File: src/rtl/mul_share_sched_if.sv
// mul_share_sched_if: bus bundle between the requesters, the shared-multiplier
// scheduler and the multiplier core.
//   slave  modport : scheduler side (takes req/operands/core status, drives
//                    grants, done, result, err and the core start/operands)
//   master modport : environment side (requesters plus core)
// Parameters: N_REQ requesters, W-bit operands, 2*W-bit product.
interface mul_share_sched_if #(
   parameter int unsigned N_REQ = 4,
   parameter int unsigned W     = 8
);
   logic [N_REQ-1:0]   req;
   logic [N_REQ*W-1:0] a_in;
   logic [N_REQ*W-1:0] b_in;
   logic [N_REQ-1:0]   gnt;
   logic [N_REQ-1:0]   done;
   logic [2*W-1:0]     result;
   logic               err;
   logic               core_bgn;
   logic [W-1:0]       core_x;
   logic [W-1:0]       core_y;
   logic               core_fin;
   logic [2*W-1:0]     core_prod;

   modport slave (
      input  req, a_in, b_in, core_fin, core_prod,
      output gnt, done, result, err, core_bgn, core_x, core_y
   );

   modport master (
      output req, a_in, b_in, core_fin, core_prod,
      input  gnt, done, result, err, core_bgn, core_x, core_y
   );
endinterface

File: src/rtl/mul_share_sched.sv
// mul_share_sched: round-robin scheduler sharing one sequential multiplier core
// among N_REQ requesters. Latches the winner's operands, pulses core_bgn, waits
// for core_fin, captures the product and returns it with a one-cycle done pulse.
// Ports:
//   clk    : clock, rising edge
//   rst_b  : synchronous active-low reset (shared with the core)
//   bus    : mul_share_sched_if.slave (req/a_in/b_in/core_fin/core_prod in;
//            gnt/done/result/err/core_bgn/core_x/core_y out, all registered)
// Optional feature: define MUL_SCHED_TIMEOUT_EN to add a WAIT/DRAIN watchdog
// that aborts after TIMEOUT cycles with err and a zero result.
module mul_share_sched #(
   parameter int unsigned N_REQ   = 4,
   parameter int unsigned W       = 8,
   parameter int unsigned TIMEOUT = 64
) (
   input logic               clk,
   input logic               rst_b,
   mul_share_sched_if.slave  bus
);

   localparam int unsigned IDX_W = $clog2(N_REQ);

   if (N_REQ < 2 || N_REQ > 8 || TIMEOUT < 2) begin : g_param_chk
      $error("mul_share_sched: unsupported parameter set");
   end

`ifdef MUL_SCHED_TIMEOUT_EN
   localparam int unsigned CNT_W = $clog2(TIMEOUT + 1);
   typedef enum logic [5:0] {
      IDLE    = 6'b000001,
      LAUNCH  = 6'b000010,
      WAIT    = 6'b000100,
      DRAIN   = 6'b001000,
      DELIVER = 6'b010000,
      ABORT   = 6'b100000
   } state_t;
   logic [CNT_W-1:0] cnt_q, cnt_d;
   logic             tmo;
`else
   typedef enum logic [4:0] {
      IDLE    = 5'b00001,
      LAUNCH  = 5'b00010,
      WAIT    = 5'b00100,
      DRAIN   = 5'b01000,
      DELIVER = 5'b10000
   } state_t;
`endif

   state_t            state_q, state_d;
   logic [IDX_W-1:0]  ptr_q, ptr_d;
   logic [IDX_W-1:0]  win_q, win_d;
   logic [N_REQ-1:0]  gnt_q, gnt_d;
   logic [N_REQ-1:0]  done_q, done_d;
   logic [2*W-1:0]    result_q, result_d;
   logic              err_q, err_d;
   logic              core_bgn_q, core_bgn_d;
   logic [W-1:0]      core_x_q, core_x_d;
   logic [W-1:0]      core_y_q, core_y_d;

   // Round-robin pick: first requester at or after ptr+1, wrapping.
   logic              found;
   logic [IDX_W-1:0]  pick;
   logic [IDX_W-1:0]  cand;
   always_comb begin
      found = 1'b0;
      pick  = '0;
      cand  = '0;
      for (int unsigned k = 1; k <= N_REQ; k++) begin
         cand = IDX_W'((32'(ptr_q) + k) % N_REQ);
         if (!found && bus.req[cand]) begin
            found = 1'b1;
            pick  = cand;
         end
      end
   end

`ifdef MUL_SCHED_TIMEOUT_EN
   // Watchdog reaches TIMEOUT on the edge that leaves WAIT/DRAIN for ABORT.
   assign tmo = (cnt_q == CNT_W'(TIMEOUT - 1));
`endif

   // Next-state and registered-output logic.
   always_comb begin
      state_d    = state_q;
      ptr_d      = ptr_q;
      win_d      = win_q;
      gnt_d      = gnt_q;
      done_d     = '0;
      result_d   = result_q;
      err_d      = 1'b0;
      core_bgn_d = 1'b0;
      core_x_d   = core_x_q;
      core_y_d   = core_y_q;
`ifdef MUL_SCHED_TIMEOUT_EN
      cnt_d      = cnt_q;
`endif
      unique case (state_q)
         IDLE: begin
            if (found) begin
               state_d      = LAUNCH;
               win_d        = pick;
               gnt_d        = '0;
               gnt_d[pick]  = 1'b1;
               core_bgn_d   = 1'b1;
               core_x_d     = bus.a_in[32'(pick)*W +: W];
               core_y_d     = bus.b_in[32'(pick)*W +: W];
            end
         end
         LAUNCH: begin
            state_d = WAIT;
`ifdef MUL_SCHED_TIMEOUT_EN
            cnt_d   = '0;
`endif
         end
         WAIT: begin
`ifdef MUL_SCHED_TIMEOUT_EN
            cnt_d = cnt_q + CNT_W'(1);
`endif
            if (bus.core_fin) begin
               state_d  = DRAIN;
               result_d = bus.core_prod;
            end
`ifdef MUL_SCHED_TIMEOUT_EN
            else if (tmo) begin
               state_d  = ABORT;
               result_d = '0;
               err_d    = 1'b1;
               done_d   = gnt_q;
            end
`endif
         end
         DRAIN: begin
`ifdef MUL_SCHED_TIMEOUT_EN
            cnt_d = cnt_q + CNT_W'(1);
`endif
            // Deliver only once the core has dropped fin and is idle again.
            if (!bus.core_fin) begin
               state_d = DELIVER;
               done_d  = gnt_q;
            end
`ifdef MUL_SCHED_TIMEOUT_EN
            else if (tmo) begin
               state_d  = ABORT;
               result_d = '0;
               err_d    = 1'b1;
               done_d   = gnt_q;
            end
`endif
         end
         DELIVER: begin
            state_d = IDLE;
            ptr_d   = win_q;
            gnt_d   = '0;
         end
`ifdef MUL_SCHED_TIMEOUT_EN
         ABORT: begin
            state_d = IDLE;
            ptr_d   = win_q;
            gnt_d   = '0;
         end
`endif
         default: begin
            state_d = IDLE;
            gnt_d   = '0;
         end
      endcase
   end

   // State and output registers, synchronous reset.
   always_ff @(posedge clk) begin
      if (!rst_b) begin
         state_q    <= IDLE;
         ptr_q      <= IDX_W'(N_REQ - 1);
         win_q      <= '0;
         gnt_q      <= '0;
         done_q     <= '0;
         result_q   <= '0;
         err_q      <= 1'b0;
         core_bgn_q <= 1'b0;
         core_x_q   <= '0;
         core_y_q   <= '0;
`ifdef MUL_SCHED_TIMEOUT_EN
         cnt_q      <= '0;
`endif
      end else begin
         state_q    <= state_d;
         ptr_q      <= ptr_d;
         win_q      <= win_d;
         gnt_q      <= gnt_d;
         done_q     <= done_d;
         result_q   <= result_d;
         err_q      <= err_d;
         core_bgn_q <= core_bgn_d;
         core_x_q   <= core_x_d;
         core_y_q   <= core_y_d;
`ifdef MUL_SCHED_TIMEOUT_EN
         cnt_q      <= cnt_d;
`endif
      end
   end

   assign bus.gnt      = gnt_q;
   assign bus.done     = done_q;
   assign bus.result   = result_q;
   assign bus.err      = err_q;
   assign bus.core_bgn = core_bgn_q;
   assign bus.core_x   = core_x_q;
   assign bus.core_y   = core_y_q;

endmodule

File: src/flat_wrapper.sv
// flat-port wrapper written by rule: the top's interface ports become plain ports
module mul_share_sched_flat 
#(
   parameter int unsigned N_REQ   = 4,
   parameter int unsigned W       = 8,
   parameter int unsigned TIMEOUT = 64
)
  (clk, rst_b, bus_req, bus_a_in, bus_b_in, bus_core_fin, bus_core_prod, bus_gnt, bus_done, bus_result, bus_err, bus_core_bgn, bus_core_x, bus_core_y);
  mul_share_sched_if #(.N_REQ(N_REQ), .W(W)) bus_i ();
  input logic clk;
  input logic rst_b;
  input wire logic [$bits(bus_i.req)-1:0] bus_req;
  input wire logic [$bits(bus_i.a_in)-1:0] bus_a_in;
  input wire logic [$bits(bus_i.b_in)-1:0] bus_b_in;
  input wire logic [$bits(bus_i.core_fin)-1:0] bus_core_fin;
  input wire logic [$bits(bus_i.core_prod)-1:0] bus_core_prod;
  output wire logic [$bits(bus_i.gnt)-1:0] bus_gnt;
  output wire logic [$bits(bus_i.done)-1:0] bus_done;
  output wire logic [$bits(bus_i.result)-1:0] bus_result;
  output wire logic [$bits(bus_i.err)-1:0] bus_err;
  output wire logic [$bits(bus_i.core_bgn)-1:0] bus_core_bgn;
  output wire logic [$bits(bus_i.core_x)-1:0] bus_core_x;
  output wire logic [$bits(bus_i.core_y)-1:0] bus_core_y;
  assign bus_i.req = bus_req;
  assign bus_i.a_in = bus_a_in;
  assign bus_i.b_in = bus_b_in;
  assign bus_i.core_fin = bus_core_fin;
  assign bus_i.core_prod = bus_core_prod;
  assign bus_gnt = bus_i.gnt;
  assign bus_done = bus_i.done;
  assign bus_result = bus_i.result;
  assign bus_err = bus_i.err;
  assign bus_core_bgn = bus_i.core_bgn;
  assign bus_core_x = bus_i.core_x;
  assign bus_core_y = bus_i.core_y;
  mul_share_sched #(.N_REQ(N_REQ), .W(W), .TIMEOUT(TIMEOUT)) u_core (.clk(clk), .rst_b(rst_b), .bus(bus_i));
endmodule
File: config.mk
export PLATFORM = sky130hd
export DESIGN_NAME = mul_share_sched_flat
export DESIGN_NICKNAME = d
export VERILOG_FILES = /design/src/rtl/mul_share_sched_if.sv /design/src/rtl/mul_share_sched.sv /design/src/flat_wrapper.sv
export SDC_FILE = /design/constraint.sdc
export NUM_CORES = 1
export LEC_CHECK = 0
export CAP_MARGIN = 10
export CELL_PAD_IN_SITES_DETAIL_PLACEMENT = 0
export CELL_PAD_IN_SITES_GLOBAL_PLACEMENT = 1
export CORE_AREA = 2 2 93 95
export CTS_CLUSTER_SIZE = 24
export DETAILED_ROUTE_END_ITERATION = 16
export DIE_AREA = 0 0 95 97
export PLACE_DENSITY_LB_ADDON = 0.25
export SLEW_MARGIN = 5
export SYNTH_ARGS = -nofsm -noshare
export SYNTH_HDL_FRONTEND = slang
export SYNTH_SLANG_ARGS = --single-unit
File: constraint.sdc
create_clock -name clk -period 5.15 [get_ports clk]
set_input_delay 1.545 -clock clk [delete_from_list [all_inputs] [get_ports clk]]
set_output_delay 1.545 -clock clk [all_outputs]
set_load 0.05 [all_outputs]
# == Word-level counts from Yosys, hierarchy flattened ==
# Cells that the tools add are included.
# word_totals
mem_bits_rw,0
regBits,50
inputBits,87
mem_bits_ro,0
elab_cells,71
latch_bits,0
out_inout_bits,42
n_memories,0
# classes
n_addsub,4
n_div,0
multipliers,0
bitwise,3
n_mux,25
eq_ne,8
n_lt_le_gt_ge,6
n_shift,2
reduce_logical,14
# ops
operator,count
32-bit by 6-bit indexed part select with 8-bit output,2
5-bit one-hot mux with 4 select lines,1
"2-bit by 3-bit < comparator with 1-bit output, second input constant",5
5-bit two-way mux,3
1-bit two-way mux,10
1-bit binary-select mux with 2-bit select,4
2-bit two-way mux,4
4-bit one-hot mux with 2 select lines,1
2-bit AND reduction,4
3-bit OR reduction,2
"5-bit by 1-bit equality test with 1-bit output, second input constant",1
"5-bit by 2-bit equality test with 1-bit output, second input constant",1
"5-bit by 3-bit equality test with 1-bit output, second input constant",1
"5-bit by 4-bit equality test with 1-bit output, second input constant",1
"5-bit equality test, second input constant",1
"2-bit by 1-bit adder with 2-bit output, second input constant",2
"2-bit adder, second input constant",2
1-bit logical AND,4
4-bit two-way mux,1
"2-bit inequality test, second input constant",2
1-bit logical NOT,3
1-bit NOT,3
3-bit AND reduction,1
1-bit demux with 2-bit select,1
other kinds (2),2

# == Depth between registers and ports, before layout ==
# depth
ltp_word,19
depth_mapped,8
ltp_nobuf,5

# == Worst setup path after synthesis ==
# OpenSTA, ideal clock, no wires.
# synth_path
kind,input -> register
start,in bus_req[3]
end,reg u_core.core_y_q[5] (netlist: u_core.bus.core_y[5])
required_time_ns,5.071
path_slack_ns,1.935
arrival_ns,3.136
stages,8
path_buffers,3
cell_sequence,clkbuf_1 -> or4_1 -> nor3b_4 -> nor2b_1 -> clkbuf_1 -> buf_2 -> nand2_1 -> o221ai_2
# synth_via
elab_chain_len,13
# synth_lines
element,line,source
"start, declared",flat_wrapper.sv:12,input wire logic [$bits(bus_i.req)-1:0] bus_req;
1-bit binary-select mux with 2-bit select,mul_share_sched.sv:70,if (!found && bus.req[cand]) begin
1-bit two-way mux (implied by the code),mul_share_sched.sv:70,
1-bit two-way mux,mul_share_sched.sv:70,
1-bit logical NOT,mul_share_sched.sv:70,
1-bit logical AND,mul_share_sched.sv:70,
1-bit two-way mux,mul_share_sched.sv:70,
1-bit logical NOT,mul_share_sched.sv:70,
1-bit logical AND,mul_share_sched.sv:70,
1-bit two-way mux,mul_share_sched.sv:70,
1-bit logical NOT,mul_share_sched.sv:70,
1-bit logical AND,mul_share_sched.sv:70,
2-bit two-way mux or 1-bit two-way mux (tied branches),mul_share_sched.sv:70,
32-bit by 6-bit indexed part select with 8-bit output or 2-bit AND reduction (tied branches),--,
"end signal, assigned",mul_share_sched.sv:195,core_y_q <= core_y_d;
"end, declared",mul_share_sched.sv:58,"logic [W-1:0] core_y_q, core_y_d;"
# Parallel ways exist; a longest one is shown, timed or not. The select of a mux whose other input is x is not followed.
# A chain may end at the register's enable or synchronous reset.

# == Final worst setup path ==
# layout_path
start,in bus_req[3]
end,reg u_core.core_y_q[6] (netlist: u_core.bus.core_y[6])
# The elaborated chain is that of the path after synthesis.

==> qor.txt <==
Average detailed-routed wire length per instance - 14.0 um
Clock share of power - 0.238
Post-synthesis cell count - 255
Clock insertion delay at the later pin of the skew report - 300 ps
Peak supply drop - 0.128 mV
Number of unique standard cell types used by synthesis - 40
Number of global-route vias before repair - 2260
Final routed DRC violation total - 0
Final antenna diode count - 0
Maximum number of pins on one net before global-route repair - 35
TritonCTS Buffers - 5
Count of flip-flops with a built-in enable after synthesis - 0
Critical path's largest stage delay - 630 ps
Die Outline Area - 9220 um2
Maximum buffer depth of the clock tree - 2
Remaining antenna violation count after routing - 0
Mean post-synth cell area - 9.51 um2
Maximum fanout along the worst path - 16
Number of optimization iterations in the first detailed-route pass - 4
Most common flop cell mapped by yosys - dfxtp_1
Final nets - 460
Slowest cell on crit path - or4_1
Worst setup skew after layout - 6.05 ps
Path depth of the worst reg2reg path - 5
Combinational share of power - 0.333
Total power density per cell area - 263 nW/um2
Count of yosys warnings during synthesis - 0
Slew at the pin with the worst max-slew slack - 766 ps
Worst Hold Path Cells - 2
CP Launch Type - input pin
Class of the tightest hold or removal check - flip-flop to flip-flop
Clock input transition at the sequential cells of the worst setup and hold paths - 90 ps
Status - completed
Height of the die - 97 um
Number of pins with negative max-slew slack in the final report - 0
Max-cap violation count - 0
Effective utilization at floorplan - 0.298
Endpoint, Worst Hold - u_core.bus.result[3]$_SDFFE_PN0P_
Routed via count - 2319
Total wirelength of the detailed-routed design - 6.71 mm
Largest delay share family, worst path - simple AND/OR/NAND/NOR gates
Clock root buffer - clkbuf_8
Core Footprint - 8130 um2
Critical register-to-register path startpoint - u_core.state_q[2]$_SDFFE_PN0P_
Maximum achievable frequency - 296 MHz
Floorplan die width - 95 um
Post-CTS Repair Setup Buffers - 0
Buffers plus inverters on the worst setup path - 1
FF+latch count, synth - 50
Most frequent cells in the layout - clkdlybuf4s50_1 (127), nand2_1 (54), dfxtp_1 (50), mux2i_1 (34), a21boi_0 (18)
RSZ-0062 raised after global routing - no
Final HPWL from detailed placement - 5.04 mm
Count of hold buffers inserted by post-cts repair - 0
Crit path arrival time - 3550 ps
Sum of negative setup slack - 0 ps
First-pass GRT wire length - 10.9 mm
TritonCTS clock tree - yes
Final hold viol count - 0
Total setup violations reported at the end of the flow - 0
Number of cell rows - 33
Number of antenna violations at the first check in global routing - 0
Relative contribution of sequential cells to total power - 0.429
Net switching fraction of the power - 0.328
Async set-reset flop share out of synthesis - 0
Via density per instance - 4.84
Switch Pwr - 331 uW
Post-synthesis cell area - 2430 um2
Net count after synthesis - 342
Kind of critical path - input pin to flip-flop
End of the worst register-to-register path - u_core.bus.core_y[6]$_SDFFE_PN0P_
Fill cell count - 785
Max_slew headroom - 0.488
Cell internal power dissipation - 679 uW
Commonest non-fill, non-tap cell in the layout - clkdlybuf4s50_1
GR Overflow Total - 0
Detailed Route Iter0 Violations - 52
CTS H-tree depth - 2
Top-Level Pins - 129
Critical Path End Type - flip-flop
Crit path required time - 5320 ps
Count of input and output buffers - 127
Register-to-register setup slack - 3030 ps
P&R area growth vs syn - 58.7%
Standard cell area after detailed placement - 3750 um2
CTS-repair resized insts - 0
Overall track demand over capacity in global routing - 0.148
Cell area after layout - 3850 um2
Origin of the worst min-delay path - u_core.bus.result[3]$_SDFFE_PN0P_
Cells along the critical path - clkdlybuf4s50_1 -> or4_1 -> nor3b_4 -> and2_4 -> nand2_4 -> o221ai_1
GPL Wtd Cong - 0.736
Part of the Yosys area used for sequential elements - 0.413
Static Leak - 0.00146 uW
Share of post-route cells with drive strength above 1 - 0.0749
Total number of clock tree sinks - 50
Post-layout minimum cycle time - 3370 ps
Post-route fraction of the period consumed by the critical path - 0.655
-- metal layers --
metal,global-route usage,routed length (um),up-vias
met3,0.0498,519,12
met2,0.237,3160,87
li1,-,-,1145
met5,0,0,-
met1,0.184,2900,1075
met4,0.0524,133,0
-- tightest hold or removal path, cell delays in order, from the launching register on --
cell and delay (ps):
dfxtp_1 320, nand2_1 40, a21boi_0 60
-- flip-flops by register name, summed over array words and instances, names as in the netlist --
| name | count |
|---|---|
| u_core.bus.core_bgn | 1 |
| u_core.bus.core_x | 8 |
| u_core.bus.core_y | 8 |
| u_core.bus.done | 4 |
| u_core.bus.gnt | 4 |
| u_core.bus.result | 16 |
| u_core.ptr_q | 2 |
| u_core.state_q | 5 |
| u_core.win_q | 2 |
-- power groups by stage --
stage                     combinational [uW]  clock [uW]  sequential [uW]
final                                    337         240              433
after global routing                     359         268              438
after CTS                                342         253              433
after detailed placement                 341           0              441
after global placement                   339           0              441
after floorplan                          120           0              524
-- logic make-up after synthesis --
kind of cell,after synthesis,synth area share
DFF,50,0.413
and+or+nand+nor,95,0.202
muxes,34,0.140
buffers and inverters,20,0.0438
AOI/OAI and AO/OA,54,0.196
xor gates and xnor gates,1,0.00361
other,1,0.00155
-- worst max path at each step --
stage	endpoint	slack [ps]	depth (start not counted)	from
after CTS	u_core.bus.core_x[4]$_SDFFE_PN0P_	1750	7	bus_req[3]
after floorplan	u_core.bus.core_y[5]$_SDFFE_PN0P_	1940	8	bus_req[3]
after detailed placement	u_core.bus.core_x[4]$_SDFFE_PN0P_	1420	7	bus_req[3]
after global routing	u_core.bus.core_y[4]$_SDFFE_PN0P_	1660	7	bus_req[3]
after global placement	u_core.bus.core_y[4]$_SDFFE_PN0P_	1450	7	bus_req[3]
final	u_core.bus.core_y[6]$_SDFFE_PN0P_	1780	6	bus_req[3]
-- synth_stat cells (all sizes together), types with 4 or more instances --
master / count / area [um2]
nand2: 56 / 225
dfxtp: 50 / 1000
mux2i: 34 / 340
a21boi: 18 / 135
o221ai: 17 / 211
clkbuf: 10 / 37.5
buf: 9 / 65.1
and2: 7 / 46.3
nand2b: 7 / 43.8
nor2: 7 / 26.3
a21oi: 5 / 25.0
nor2b: 5 / 31.3
nor3: 4 / 25.0
o21ai: 4 / 20.0
-- layout make-up --
| class | count | area [um2] | share of cell area |
|---|---|---|---|
| sequential | 50 | 1000 | 0.260 |
| tap | 105 | 131 | 0.0341 |
| inverter | 1 | 3.75 | 0.000975 |
| multi-input combinational | 185 | 1330 | 0.344 |
| clock buffer | 6 | 82.6 | 0.0214 |
| timing repair buffer | 130 | 1290 | 0.336 |
| clock inverter | 2 | 12.5 | 0.00325 |
-- metrics by stage --
step | std cells | power, uW | hold slack, ps | setup WS [ps] | util
after global placement | 471 | 781 | 444 | 1450 | 0.462
after global routing | 479 | 1060 | 487 | 1660 | 0.473
final | 479 | 1010 | 464 | 1780 | 0.473
after detailed placement | 471 | 782 | 452 | 1420 | 0.462
after floorplan | 255 | 643 | 442 | 1940 | -
after CTS | 479 | 1030 | 469 | 1750 | 0.473
Power figures use the tool's default switching activity.
